===== config.mk =====
export PLATFORM = sky130hd
export DESIGN_NAME = bus_arbiter_mux
export DESIGN_NICKNAME = d
export VERILOG_FILES = /design/src/rtl/bus_arbiter_mux.sv
export SDC_FILE = /design/constraint.sdc
export NUM_CORES = 1
export LEC_CHECK = 0
export ABC_CLOCK_PERIOD_IN_PS = 6800
export CAP_MARGIN = 10
export CORE_UTILIZATION = 49
export CTS_CLUSTER_DIAMETER = 150
export DETAILED_ROUTE_END_ITERATION = 16
export PLACE_DENSITY = 0.85
export SLEW_MARGIN = 0
export SYNTH_ARGS = -nofsm -noshare
export SYNTH_HDL_FRONTEND = slang
export SYNTH_SLANG_ARGS = --single-unit

===== constraint.sdc =====
create_clock -name Clock -period 6.8 [get_ports Clock]
set_input_delay 0.68 -clock Clock [delete_from_list [all_inputs] [get_ports Clock]]
set_output_delay 0.68 -clock Clock [all_outputs]
set_load 0.05 [all_outputs]

===== src/rtl/bus_arbiter_mux.sv =====
// Round-robin bus arbiter driving a registered shared bus from NSRC sources.
// Owners are rotated out after MAXHOLD cycles when others wait, unless lock is held.
module bus_arbiter_mux #(
    parameter int WIDTH   = 16,
    parameter int NSRC    = 10,
    parameter int MAXHOLD = 4
) (
    input  logic                                       Clock,
    input  logic                                       Resetn,
    input  logic [NSRC-1:0]                            req,
    input  logic                                       lock,
    input  logic [NSRC*WIDTH-1:0]                      src_data,
    output logic [WIDTH-1:0]                           buswires,
    output logic [NSRC-1:0]                            grant,
    output logic [((NSRC > 1) ? $clog2(NSRC) : 1)-1:0] owner_id,
    output logic                                       bus_valid
);

    localparam int IDW = (NSRC > 1) ? $clog2(NSRC) : 1;
    localparam int HW  = (MAXHOLD > 1) ? $clog2(MAXHOLD + 1) : 1;
    localparam logic [HW-1:0]  MAXH     = HW'(MAXHOLD);
    localparam logic [IDW-1:0] LAST_IDX = IDW'(NSRC - 1);

    typedef enum logic {
        IDLE,
        OWNED
    } state_t;

    state_t           r_state;
    state_t           w_nextState;
    logic [IDW-1:0]   r_lastOwner;
    logic [IDW-1:0]   w_nextOwner;
    logic [HW-1:0]    r_hold;
    logic [HW-1:0]    w_nextHold;
    logic [HW-1:0]    w_holdInc;
    logic [NSRC-1:0]  r_grant;
    logic [IDW-1:0]   r_ownerId;
    logic             r_valid;
    logic [WIDTH-1:0] r_bus;
    logic [WIDTH-1:0] w_nextData;
    logic [NSRC-1:0]  w_ownerMask;
    logic             w_ownerReq;
    logic             w_othersReq;
    logic             w_found;
    logic [IDW-1:0]   w_winner;

    // Index 'offset' positions after 'base', wrapping at NSRC.
    function automatic logic [IDW-1:0] rrIndex(input logic [IDW-1:0] base, input int offset);
        int s;
        s = int'(base) + offset;
        if (s >= NSRC) begin
            s = s - NSRC;
        end
        return IDW'(s);
    endfunction

    assign w_ownerMask = NSRC'(1) << r_lastOwner;
    assign w_ownerReq  = |(req & w_ownerMask);
    assign w_othersReq = |(req & ~w_ownerMask);
    assign w_holdInc   = (r_hold >= MAXH) ? r_hold : r_hold + 1'b1;

    // Search starts just past the last owner, so the last owner has lowest priority.
    always_comb begin
        w_found  = 1'b0;
        w_winner = '0;
        for (int i = 1; i <= NSRC; i++) begin
            if (!w_found && req[rrIndex(r_lastOwner, i)]) begin
                w_found  = 1'b1;
                w_winner = rrIndex(r_lastOwner, i);
            end
        end
    end

    always_comb begin
        w_nextState = r_state;
        w_nextOwner = r_lastOwner;
        w_nextHold  = r_hold;
        case (r_state)
            IDLE: begin
                if (w_found) begin
                    w_nextState = OWNED;
                    w_nextOwner = w_winner;
                    w_nextHold  = HW'(1);
                end
            end
            OWNED: begin
                if (!w_ownerReq) begin
                    if (w_found) begin
                        w_nextOwner = w_winner;
                        w_nextHold  = HW'(1);
                    end else begin
                        w_nextState = IDLE;
                        w_nextHold  = '0;
                    end
                end else if (w_othersReq && !lock && (r_hold >= MAXH)) begin
                    w_nextOwner = w_winner;
                    w_nextHold  = HW'(1);
                end else begin
                    w_nextHold  = w_holdInc;
                end
            end
            default: begin
                w_nextState = IDLE;
            end
        endcase
    end

    // Going idle leaves the bus holding its last driven value.
    always_comb begin
        w_nextData = r_bus;
        if (w_nextState == OWNED) begin
            for (int i = 0; i < NSRC; i++) begin
                if (IDW'(i) == w_nextOwner) begin
                    w_nextData = src_data[i*WIDTH +: WIDTH];
                end
            end
        end
    end

    always_ff @(posedge Clock) begin
        if (!Resetn) begin
            r_state     <= IDLE;
            r_lastOwner <= LAST_IDX;
            r_hold      <= '0;
            r_grant     <= '0;
            r_ownerId   <= '0;
            r_valid     <= 1'b0;
            r_bus       <= '0;
        end else begin
            r_state     <= w_nextState;
            r_lastOwner <= w_nextOwner;
            r_hold      <= w_nextHold;
            r_valid     <= (w_nextState == OWNED);
            r_grant     <= (w_nextState == OWNED) ? (NSRC'(1) << w_nextOwner) : '0;
            r_ownerId   <= (w_nextState == OWNED) ? w_nextOwner : '0;
            r_bus       <= w_nextData;
        end
    end

    assign buswires  = r_bus;
    assign grant     = r_grant;
    assign owner_id  = r_ownerId;
    assign bus_valid = r_valid;

endmodule

==> impl_metrics.env <==
export IMPL_std_cell_rows=42
export IMPL_num_fill_cells=1108
export IMPL_finalWorstPathRequiredPeriod_ns=5.89
export IMPL_cts_resized=0
export IMPL_cts_inserted_buffers=5
export IMPL_clock_path_buffers=2
export IMPL_grt_pass1_wl_mm=38.8
export IMPL_place_port_buffers=203
export IMPL_timing_critical_path_slowest_stage_cell="sky130_fd_sc_hd__or4b_4"
export IMPL_worst_pin_slew_ns=1.01
export IMPL_path_clk_slew_ns=0.06
export IMPL_syn_cell_area_um2=6720
export IMPL_postRouteAntennaNets=0
export IMPL_synth_most_common_cell="sky130_fd_sc_hd__nand2_1"
export IMPL_globalplace_congestion=0.983
export IMPL_number_of_failing_setup_endpoints_in_the_final_timing_report=0
export IMPL_yosys_cell_types_count=115
export IMPL_antenna_found_initial=0
export IMPL_grt_pass1_vias=7367
export IMPL_worst_path_dominant_cell_family="simple AND/OR/NAND/NOR gates"
export IMPL_total_of_warnings_raised_by_yosys=0
export IMPL_timing_slew_headroom_pct=32.4
export IMPL_worst_hold_path_num_cells=2
export IMPL_synth_cells_most_frequent="sky130_fd_sc_hd__nand2_1, sky130_fd_sc_hd__nor2_1, sky130_fd_sc_hd__mux2i_1, sky130_fd_sc_hd__o21ai_0, sky130_fd_sc_hd__a21oi_1"
export IMPL_worst_reg2reg_path_length_in_cells=19
export IMPL_floorplan_initialDensity_pct=50.5
export IMPL_synth_sequential_area_ratio_pct=11.3
export IMPL_drtIter0Drc=799
export IMPL_clock_fmax_mhz=170
export IMPL_worst_path_max_fanout=37
export IMPL_hp_class="flop to flop"
export IMPL_die_area_um2=14200
export IMPL_rsz_0062_raised_after_global_routing="false"
export IMPL_syn_mean_instance_area_um2=7.93
export IMPL_ys_ff_latch=38
export IMPL_routedWlPerCell_um=21.1
export IMPL_synthToLayoutAreaGrowth_pct=32.9
export IMPL_timing_clock_skew_ns=0.00915
export IMPL_vias_per_cell=6.46
export IMPL_antenna_cells=0
export IMPL_firstDrtPassIters=6
export IMPL_timing_critical_path_depth=19
export IMPL_cts_max_level=2
export IMPL_cts_hold_buf=0
export IMPL_cts_tree="built"
export IMPL_netlist_top_cell_by_area="sky130_fd_sc_hd__dfxtp_1"
export IMPL_worst_path_buf_inv=2
export IMPL_critical_path_max_stage_delay_ns=0.55
export IMPL_worstSkewPairLatency_ns=0.29
export IMPL_mappedNetlistNets=1046
export IMPL_maximum_number_of_pins_on_one_net_before_global_route_repair=42
export IMPL_root_buffer="sky130_fd_sc_hd__clkbuf_16"
export IMPL_die_w_um=119
export IMPL_async_flop_share_pct=0
export IMPL_netlist_top_cells_area="sky130_fd_sc_hd__dfxtp_1, sky130_fd_sc_hd__mux2i_1, sky130_fd_sc_hd__nand2_1, sky130_fd_sc_hd__mux2_2, sky130_fd_sc_hd__ha_1"
export IMPL_number_of_synthesized_flops_with_an_enable_pin=0
export IMPL_routed_wirelength_mm=25.3
export IMPL_crit_arrival_ns=6.07
export IMPL_fin_tns_setup_ns=0
export IMPL_synthCells=847
export IMPL_post_route_drc_count=0
export IMPL_final_hold_violation_count=0
export IMPL_post_cts_repair_setup_buffers=0
export IMPL_die_ht_um=119
export IMPL_critPathKind="flop to flop"
export IMPL_finalNetCount=1223
export IMPL_layout_worst_path_cycle_share_pct=86.7
export IMPL_startpoint_type="flop"
export IMPL_cts_num_sinks=38
export IMPL_vias=7762
export IMPL_required_ns=6.98
export IMPL_maxSlewViolCount=0
export IMPL_maxCapViolations=0
export IMPL_globalRouteTotalUtil_pct=34.8
export IMPL_status="completed"
export IMPL_io_pin_count=204
export IMPL_detailed_place_hpwl_mm=19.7
export IMPL_post_route_cells_drive_above_1_share_pct=14.4
export IMPL_crit_path_end_kind="flop"
export IMPL_core_area_um2=13300
export IMPL_critical_path_cell_sequence="buf_4, ha_1, xor2_2, inv_2, ha_1, or4bb_1, a21oi_1, a21oi_1, or4b_4, nand3_2, nor2_1, and3_4, and2_4, a211o_1, o21ai_2, nor2_1, nand2_1, o21ai_0, o41ai_1"
export IMPL_globalRoute_totalOverflow=0
export IMPL_yosys_most_used_dff="sky130_fd_sc_hd__dfxtp_1"
export IMPL_netlist_area_leader_share_pct=11.3
[area by class of cell]
cell class	instances	area (um2)	area share, %
repair buffers	214	2130	23.8
clock inverters	2	12.5	0.140
well taps	176	220	2.47
inverters	35	131	1.47
flip-flops and latches	38	762	8.53
clock buffers	6	139	1.55
multi-input cells	730	5540	62.0
[flip-flops by register name, summed over array words and instances (netlist names)]
| signal | count |
|---|---|
| owner_id | 4 |
| r_hold | 3 |
| r_lastOwner | 4 |
| buswires | 16 |
| grant | 10 |
| bus_valid | 1 |
[stage by stage]
step           std cells  hold slack (ns)  area, um2  worst slack [ns]  utilization, %
3_5_place_dp        1193            0.447       8780             0.978            66.0
3_3_place_gp        1193            0.438       8780              1.13            66.0
5_1_grt             1201            0.468       8930             0.535            67.2
2_1_floorplan        847            0.472       6720              1.65               -
6_report            1201            0.450       8930             0.907            67.2
4_1_cts             1201            0.455       8930             0.945            67.2
[worst paths after layout]
path / from / end / slack (ns)
worst max register to register: r_lastOwner[0] / buswires[1] / 0.91
worst min register to register: buswires[5] / buswires[5] / 0.45
worst max-delay path: r_lastOwner[0] / buswires[1] / 0.91
worst min-delay path: buswires[5] / buswires[5] / 0.45
[routing by layer]
layer	track usage, %	vias to the layer above	part of all wire [%]
met5	0	-	0
met4	13.1	0	3.5
met3	7.52	67	8.9
met2	57.8	421	47
met1	43.6	3660	41
li1	-	3614	-
[layout by cell type, fill, tap and decap left out, types with 25 or more instances in the layout]
cell and instances:
sky130_fd_sc_hd__nand2_1 86, sky130_fd_sc_hd__a21oi_1 41, sky130_fd_sc_hd__mux2_2 28, sky130_fd_sc_hd__o21ai_0 42, sky130_fd_sc_hd__ha_1 25, sky130_fd_sc_hd__mux2i_1 49, sky130_fd_sc_hd__nor2_1 60, sky130_fd_sc_hd__inv_1 31
sky130_fd_sc_hd__dfxtp_1 37, sky130_fd_sc_hd__clkdlybuf4s50_1 203
[worst min-delay path: stages (launching register included)]
cell and delay (ns):
sky130_fd_sc_hd__dfxtp_1 0.31, sky130_fd_sc_hd__nand2_1 0.05, sky130_fd_sc_hd__o21ai_1 0.05
[kinds of logic after synthesis]
| kind of cell | after synthesis | synth area share (%) |
|---|---|---|
| AOI/OAI and AO/OA | 289 | 33.8 |
| xor gates and xnor gates | 10 | 1.64 |
| adders and majority gates | 26 | 4.95 |
| buffers and inverters | 79 | 6.29 |
| DFF | 38 | 11.3 |
| muxes | 94 | 16.1 |
| and+or+nand+nor | 311 | 25.9 |
Power is not shown: default switching activity piles up to over one toggle a cycle in this logic, so the estimate is an artifact.
